===== src/rtl/pc_ras_unit.sv =====
// Program counter for the fetch stage with branch/jump/return redirects,
// stall/halt control and a circular return-address stack.
module pc_ras_unit #(
    parameter int ADDR_W     = 16,
    parameter int RAS_DEPTH  = 4,
    parameter int RESET_ADDR = 0,
    parameter int INCR       = 1
) (
    input  logic                         i_clk,
    input  logic                         i_rst,
    input  logic                         i_hlt,
    input  logic                         i_stall,
    input  logic                         i_br,
    input  logic [ADDR_W-1:0]            i_br_target,
    input  logic                         i_jump,
    input  logic [ADDR_W-1:0]            i_jump_target,
    input  logic                         i_call,
    input  logic [ADDR_W-1:0]            i_link_addr,
    input  logic                         i_ret,
    input  logic [ADDR_W-1:0]            i_ret_target,
    output logic [ADDR_W-1:0]            o_addr,
    output logic [ADDR_W-1:0]            o_addr_plus,
    output logic                         o_redirect,
    output logic [$clog2(RAS_DEPTH):0]   o_ras_count,
    output logic                         o_ras_empty,
    output logic                         o_ras_full,
    output logic                         o_ras_ovf
);

    localparam int PTR_W = $clog2(RAS_DEPTH);
    localparam int CNT_W = PTR_W + 1;
    localparam logic [ADDR_W-1:0] INCR_V  = ADDR_W'(INCR);
    localparam logic [ADDR_W-1:0] RESET_V = ADDR_W'(RESET_ADDR);
    localparam logic [CNT_W-1:0]  DEPTH_V = CNT_W'(RAS_DEPTH);

    logic [ADDR_W-1:0] r_addr;
    logic              r_redirect;
    logic [CNT_W-1:0]  r_cnt;
    logic [PTR_W-1:0]  r_top;
    logic              r_ovf;
    logic [ADDR_W-1:0] r_ras [RAS_DEPTH];

    logic [ADDR_W-1:0] w_addr_plus;
    logic [ADDR_W-1:0] w_addr_next;
    logic              w_redirect_next;
    logic              w_push;
    logic              w_pop;
    logic              w_empty;
    logic              w_full;
    logic [PTR_W-1:0]  w_top_inc;

    assign w_addr_plus = r_addr + INCR_V;
    assign w_empty     = (r_cnt == '0);
    assign w_full      = (r_cnt == DEPTH_V);
    assign w_top_inc   = r_top + PTR_W'(1);

    // Redirect priority below halt: br > jump(+call) > ret > stall > sequential.
    always_comb begin
        w_addr_next     = w_addr_plus;
        w_redirect_next = 1'b0;
        w_push          = 1'b0;
        w_pop           = 1'b0;
        if (i_br) begin
            w_addr_next     = i_br_target;
            w_redirect_next = 1'b1;
        end else if (i_jump) begin
            w_addr_next     = i_jump_target;
            w_redirect_next = 1'b1;
            w_push          = i_call;
        end else if (i_ret) begin
            w_redirect_next = 1'b1;
            if (w_empty) begin
                w_addr_next = i_ret_target;
            end else begin
                w_addr_next = r_ras[r_top];
                w_pop       = 1'b1;
            end
        end else if (i_stall) begin
            w_addr_next = r_addr;
        end
    end

    always_ff @(posedge i_clk) begin
        if (i_rst) begin
            r_addr     <= RESET_V;
            r_redirect <= 1'b0;
            r_cnt      <= '0;
            r_top      <= '0;
            r_ovf      <= 1'b0;
        end else if (!i_hlt) begin
            r_addr     <= w_addr_next;
            r_redirect <= w_redirect_next;
            if (w_push) begin
                r_top <= w_top_inc;
                // A full stack keeps its count; the wrapped top overwrites the oldest entry.
                if (w_full) begin
                    r_ovf <= 1'b1;
                end else begin
                    r_cnt <= r_cnt + CNT_W'(1);
                end
            end else if (w_pop) begin
                r_top <= r_top - PTR_W'(1);
                r_cnt <= r_cnt - CNT_W'(1);
            end
        end
    end

    // Stack storage carries no reset; only count and pointer define validity.
    generate
        for (genvar gi = 0; gi < RAS_DEPTH; gi++) begin : g_ras
            always_ff @(posedge i_clk) begin
                if (!i_rst && !i_hlt && w_push && (w_top_inc == PTR_W'(gi))) begin
                    r_ras[gi] <= i_link_addr;
                end
            end
        end
    endgenerate

    assign o_addr      = r_addr;
    assign o_addr_plus = w_addr_plus;
    assign o_redirect  = r_redirect;
    assign o_ras_count = r_cnt;
    assign o_ras_empty = w_empty;
    assign o_ras_full  = w_full;
    assign o_ras_ovf   = r_ovf;

endmodule


===== config.mk =====
export PLATFORM = sky130hd
export DESIGN_NAME = pc_ras_unit
export DESIGN_NICKNAME = d
export VERILOG_FILES = /design/src/rtl/pc_ras_unit.sv
export SDC_FILE = /design/constraint.sdc
export NUM_CORES = 1
export LEC_CHECK = 0
export ABC_CLOCK_PERIOD_IN_PS = 1700
export BUFFER_PORTS_ARGS = -buffer_cell sky130_fd_sc_hd__buf_4
export CORE_MARGIN = 3
export CORE_UTILIZATION = 35
export DETAILED_ROUTE_END_ITERATION = 10
export GPL_TIMING_DRIVEN = 0
export PLACE_DENSITY_LB_ADDON = 0.08
export SETUP_SLACK_MARGIN = 0.05
export SYNTH_ARGS = -nofsm -noshare
export SYNTH_HDL_FRONTEND = slang
export SYNTH_SLANG_ARGS = --single-unit

===== constraint.sdc =====
create_clock -name i_clk -period 1.7 [get_ports i_clk]
set_input_delay 0.255 -clock i_clk [delete_from_list [all_inputs] [get_ports i_clk]]
set_output_delay 0.255 -clock i_clk [all_outputs]
set_load 0.005 [all_outputs]

== Yosys cells after proc, flatten, opt, wreduce, memory -nomap -nowiden ==
Memories as Yosys holds them, arrays and structs flattened. A register that Yosys moved wholly into a read port is not among the register bits.
Cells that the tools add are included.
W data, S select, Z words.
Word-level totals
  bits in registers: 23
  memory bits (writable): 64
  input bits: 72
  logic and storage cells: 74
  memories kept: 1
Memory list
  r_ras: depth 4, bits a word 16, read ports 1, clocked after Yosys merged registers in 1, wr ports 1, line 41  | logic [ADDR_W-1:0] r_ras [RAS_DEPTH];
Operators by class
  add/subtract/negate cells: 5
  equality and inequality tests: 6
  multiplexer cells: 38
  bitwise logic cells: 1
  reductions and logical operators: 18
Operators with widths (count)
  $mux W16: 8
  $reduce_or A16 Y1: 3
  $mux W1: 20
  $add A16 B1 Y16 const B: 1
  $mux W2: 7
  $mux W3: 3
  $logic_and A1 B1 Y1: 6
  $reduce_and A3 Y1: 2
  $eq A2 B2 Y1 const B: 2
  $ne A4 B1 Y1 const B: 1
  $reduce_and A2 Y1: 2
  $add A3 B1 Y3 const B: 1
  $eq A3 B3 Y1 const B: 1
  $logic_not A3 Y1: 1
  $sub A3 B1 Y3 const B: 1
  $add A2 B1 Y2 const B: 1
  $eq A2 B1 Y1 const B: 1
  $logic_not A1 Y1: 2
  $logic_not A2 Y1: 1
  $ne A2 B2 Y1 const B: 1
  $reduce_bool A2 Y1: 1
  $sub A2 B1 Y2 const B: 1
  $not A1 Y1: 1

== Longest topological paths before layout ==
  word-level depth: 10
  depth in mapped cells: 8
  gate-level depth less buffers: 6

== Least setup slack after synthesis ==
OpenSTA, ideal clock, no wires.
  path kind: input to register
  start: input port i_br
  end: register r_cnt[2] (netlist: o_ras_count[2])
  setup time: 0.071 ns
  arrival time: 1.757 ns
  path slack: -0.128 ns
  cell stages on the path: 8
  buffers on the path: 2
  cells stage by stage: buf_6 and3b_1 buf_6 inv_4 fa_1 xnor2_1 or4_1 a21oi_1
Between the ends
  cells in the longest elaborated chain, start to end: 3
RTL lines
  start, declared: line 13  | input logic i_br,
  $mux W1: line 63  | if (i_br) begin
  $ne A2 B2 Y1 (no line) or $reduce_bool A2 Y1 (tied branches)
  $reduce_and A3 Y1 (no line)
  end signal, assigned: line 99  | r_cnt <= r_cnt + CNT_W'(1);
  end signal, assigned: line 103  | r_cnt <= r_cnt - CNT_W'(1);
  end, declared: line 38  | logic [CNT_W-1:0] r_cnt;
Several ways; a longest one is shown, not always the timed one.
A chain may end at the register's enable or synchronous reset.

== Worst setup path after layout ==
  start: register r_addr[4] (netlist: o_addr[4])
  end: output port o_addr_plus[8]
Between the ends
  cells in the longest elaborated chain, start to end: 1
RTL lines
  start, declared: line 36  | logic [ADDR_W-1:0] r_addr;
  start signal, assigned: line 91  | r_addr <= w_addr_next;
  $add A16 B1 Y16: line 52  | assign w_addr_plus = r_addr + INCR_V;
  end, declared: line 22  | output logic [ADDR_W-1:0] o_addr_plus,
Every way passes these cells.

==> impl_metrics.yaml <==
routing:
  drtPass1Iterations: 4
  drtAntennaViolNets: 0
  viasPerCell: 5.27
  top_layer: "met4"
  routedWlPerCell_um: 19.9
  num_vias: 3659
  wl_met2_um: 6790
  first_iter_violations: 227
  drc: 0
  m1WireLength_um: 6010
  dr_wl_met3_um: 787
  wirelength_um: 13800
sta:
  finalClockSkew_ns: 0.00603
  fin_setup_tns_ns: -2.47
  finalHoldViolCount: 0
  timing.final.ws_setup_ns: -0.234
  worst_pin_slew_ns: 0.729
  max_freq_ghz: 0.517
  final_max_slew_viol_count: 0
  post-route-period-util_pct: 114
  min_period_ns: 1.93
  hold_ws_ns: 0.112
  maxSlewHeadroom_pct: 50.2
  rsz0062_at_grt: "yes"
  finalSetupViolations: 21
min_path:
  hold_path_class: "in -> reg"
die:
  core_mm2: 0.0122
  fp.dieW_um: 119
  rows: 40
  die_y_um: 119
  ioPinCount: 111
  die_area_mm2: 0.0141
  start_util_pct: 36.5
grt:
  grt_max_degree: 17
  grt_pass1_vias: 3783
  grt_usage_pct: 19.5
  grt_pass1_wl_um: 21100
  antenna_found_initial: 0
  grt_overflow_total: 0
yosys:
  synth_edf_count: 64
  synth_simple_gate_area_share_pct: 14.5
  synth_compound_area_share_pct: 13.9
  netlist_instances: 358
  synth_fa_ha_area_share_pct: 1.85
  synth_top_family_by_area: "simple AND/OR/NAND/NOR gates"
  synthArstFlopShare_pct: 0
  synth_seq_cells: 89
  seq_area_frac_synth_pct: 54.4
  syn_area_mm2: 0.00445
  yosysWarnings: 0
  avgSynthCellArea_um2: 12.4
  synth_mux_area_share_pct: 9.33
  synth_ff_type: "edfxtp_1"
  synthXorXnorAreaFrac_pct: 2.16
  ys_types: 69
  synth_nets: 436
setup_path:
  path_max_fanout: 7
  worstSetupStartpointType: "register"
  path_cells: "buf_6, nand4_4, buf_6, or3_4, nand2_2, buf_6"
  critPathMostFrequentCell: "buf_6"
  crit_arrival_ns: 1.68
  end_kind: "primary output"
  crit_required_ns: 1.44
  cpMaxStageDelayCell: "dfxtp_2"
  critical_path_class: "reg -> out"
  critPathMaxStageDelay_ns: 0.34
  cp_top_family: "simple AND/OR/NAND/NOR gates"
  worst-path-buf-inv: 3
clocking:
  htree_levels: 3
  postCtsHoldBufs: 0
  cts-root-buf: "clkbuf_16"
  cts.sinks: 89
  clkTransAtPathRegs_ns: 0.06
  cts_buffers: 9
  clockBufferDepth: 2
  cts_tree: "yes"
  clkLatencyLatePin_ns: 0.34
power:
  p_leak_nw: 2.63
  irDropWorstVdd_v: 0.000648
  p_per_area_mw_per_mm2: 788
place:
  dp_hpwl_um: 9410
  place_congestion: 0.811
  dpl.cell_count: 635
  port_buffers: 109
layout:
  num_antenna_cells: 0
  drive_gt1_share_pct: 57.0
  final_cell_mix: "buf_4 (129), edfxtp_1 (64), buf_6 (25), nand2_1 (17)"
  final_nets: 601
  area_growth_pct: 53.4
  n_fill_cell: 1071
  fin_cells: 694
  final_common_cell: "buf_4"
job:
  drv_cap: 0
status:
  status: "finished, violations left"
  violations: "negative setup slack"
[cell families after synthesis]
logic type / after synthesis
simple gates: 114
flops: 89
compound gates: 83
buf+inv: 34
mux: 21
xor+xnor: 11
fa+ha+maj: 6
[flip-flops by register name, summed over array words and instances, names as in the netlist, named ones only]
| name | count |
|---|---|
| o_ras_count | 3 |
| o_addr | 16 |
| r_top | 2 |
| r_ras | 64 |
| o_ras_ovf | 1 |
| o_redirect | 1 |
[stage by stage]
step                      util (%)  power (mW)  instance area, um^2  worst slack, ns
final                         55.9        5.38                 6830           -0.234
after global routing          55.9        5.59                 6830           -0.313
after CTS                     53.1        5.31                 6480           -0.272
after detailed placement      45.0        3.21                 5500           -0.538
after global placement        45.0        3.20                 5500           -0.523
after floorplan                  -        2.81                 4470          -0.0603
[area by class of cell]
class                      count  area (um^2)  share of cell area [%]
buffer                        22          196                    2.88
clock buffer                   9          225                    3.30
clock inverter                 5         48.8                   0.715
inverter                      12         52.6                   0.770
multi-input combinational    235         2330                    34.2
sequential                    89         2470                    36.1
tap                          168          210                    3.08
timing repair buffer         154         1290                    19.0
[power by group]
| part | internal [mW] | leakage, nW | switching (mW) |
|---|---|---|---|
| sequential | 2.37 | 0.790 | 0.0791 |
| clock | 1.11 | 0.135 | 0.794 |
| combinational | 0.574 | 1.70 | 0.455 |
[cells in the mapped netlist (all sizes together) (6+ instances only)]
cell    number  area (um^2)
edfxtp      64         1920
nand2       29          109
dfxtp       25          500
nand3       18         90.1
nor2        18         67.6
mux4        16          360
buf         13         87.6
inv         12         47.6
o21ai       12         60.1
a21oi        9         45.0
clkbuf       9         35.0
and3         8         50.1
o22ai        8         50.1
o31ai        7         52.6
xnor2        7         61.3
or2          6         37.5
or3          6         37.5
[path summary, 6_finish.rpt]
kind	startpoint	to	slack, ns	depth (start not counted)
setup / recovery	o_addr[4]$_SDFFE_PP0P_	o_addr_plus[8]	-0.23	6
hold / removal	i_link_addr[1]	r_ras[3][1]$_DFFE_PP_	0.11	1
setup reg to reg	register	o_addr[10]$_SDFFE_PP0P_	-0.05	7
hold reg to reg	o_ras_ovf$_SDFFE_PP0P_	o_ras_ovf$_SDFFE_PP0P_	0.50	1
[worst reg2reg max path, stage by stage, from the launching register on]
cell and delay (ns):
dfxtp_2 0.32, buf_6 0.11, buf_12 0.13, buf_8 0.13, mux4_2 0.49, mux2_4 0.29
nand3_2 0.08, nand3_2 0.07
[layer usage]
| layer | GRT usage [%] | up-vias |
|---|---|---|
| li1 | - | 1740 |
| met2 | 32.4 | 100 |
| met3 | 4.07 | 14 |
| met1 | 25.1 | 1805 |
| met4 | 7.60 | 0 |
| met5 | 0 | - |
[what timing repair did]
action	CTS	global route
gates resized for setup	106	66
setup endpoints to repair	97	36
buffers inserted	36	11
gates cloned	2	0
pin swaps	33	25
Note: power is estimated with default switching activity, not from simulation.
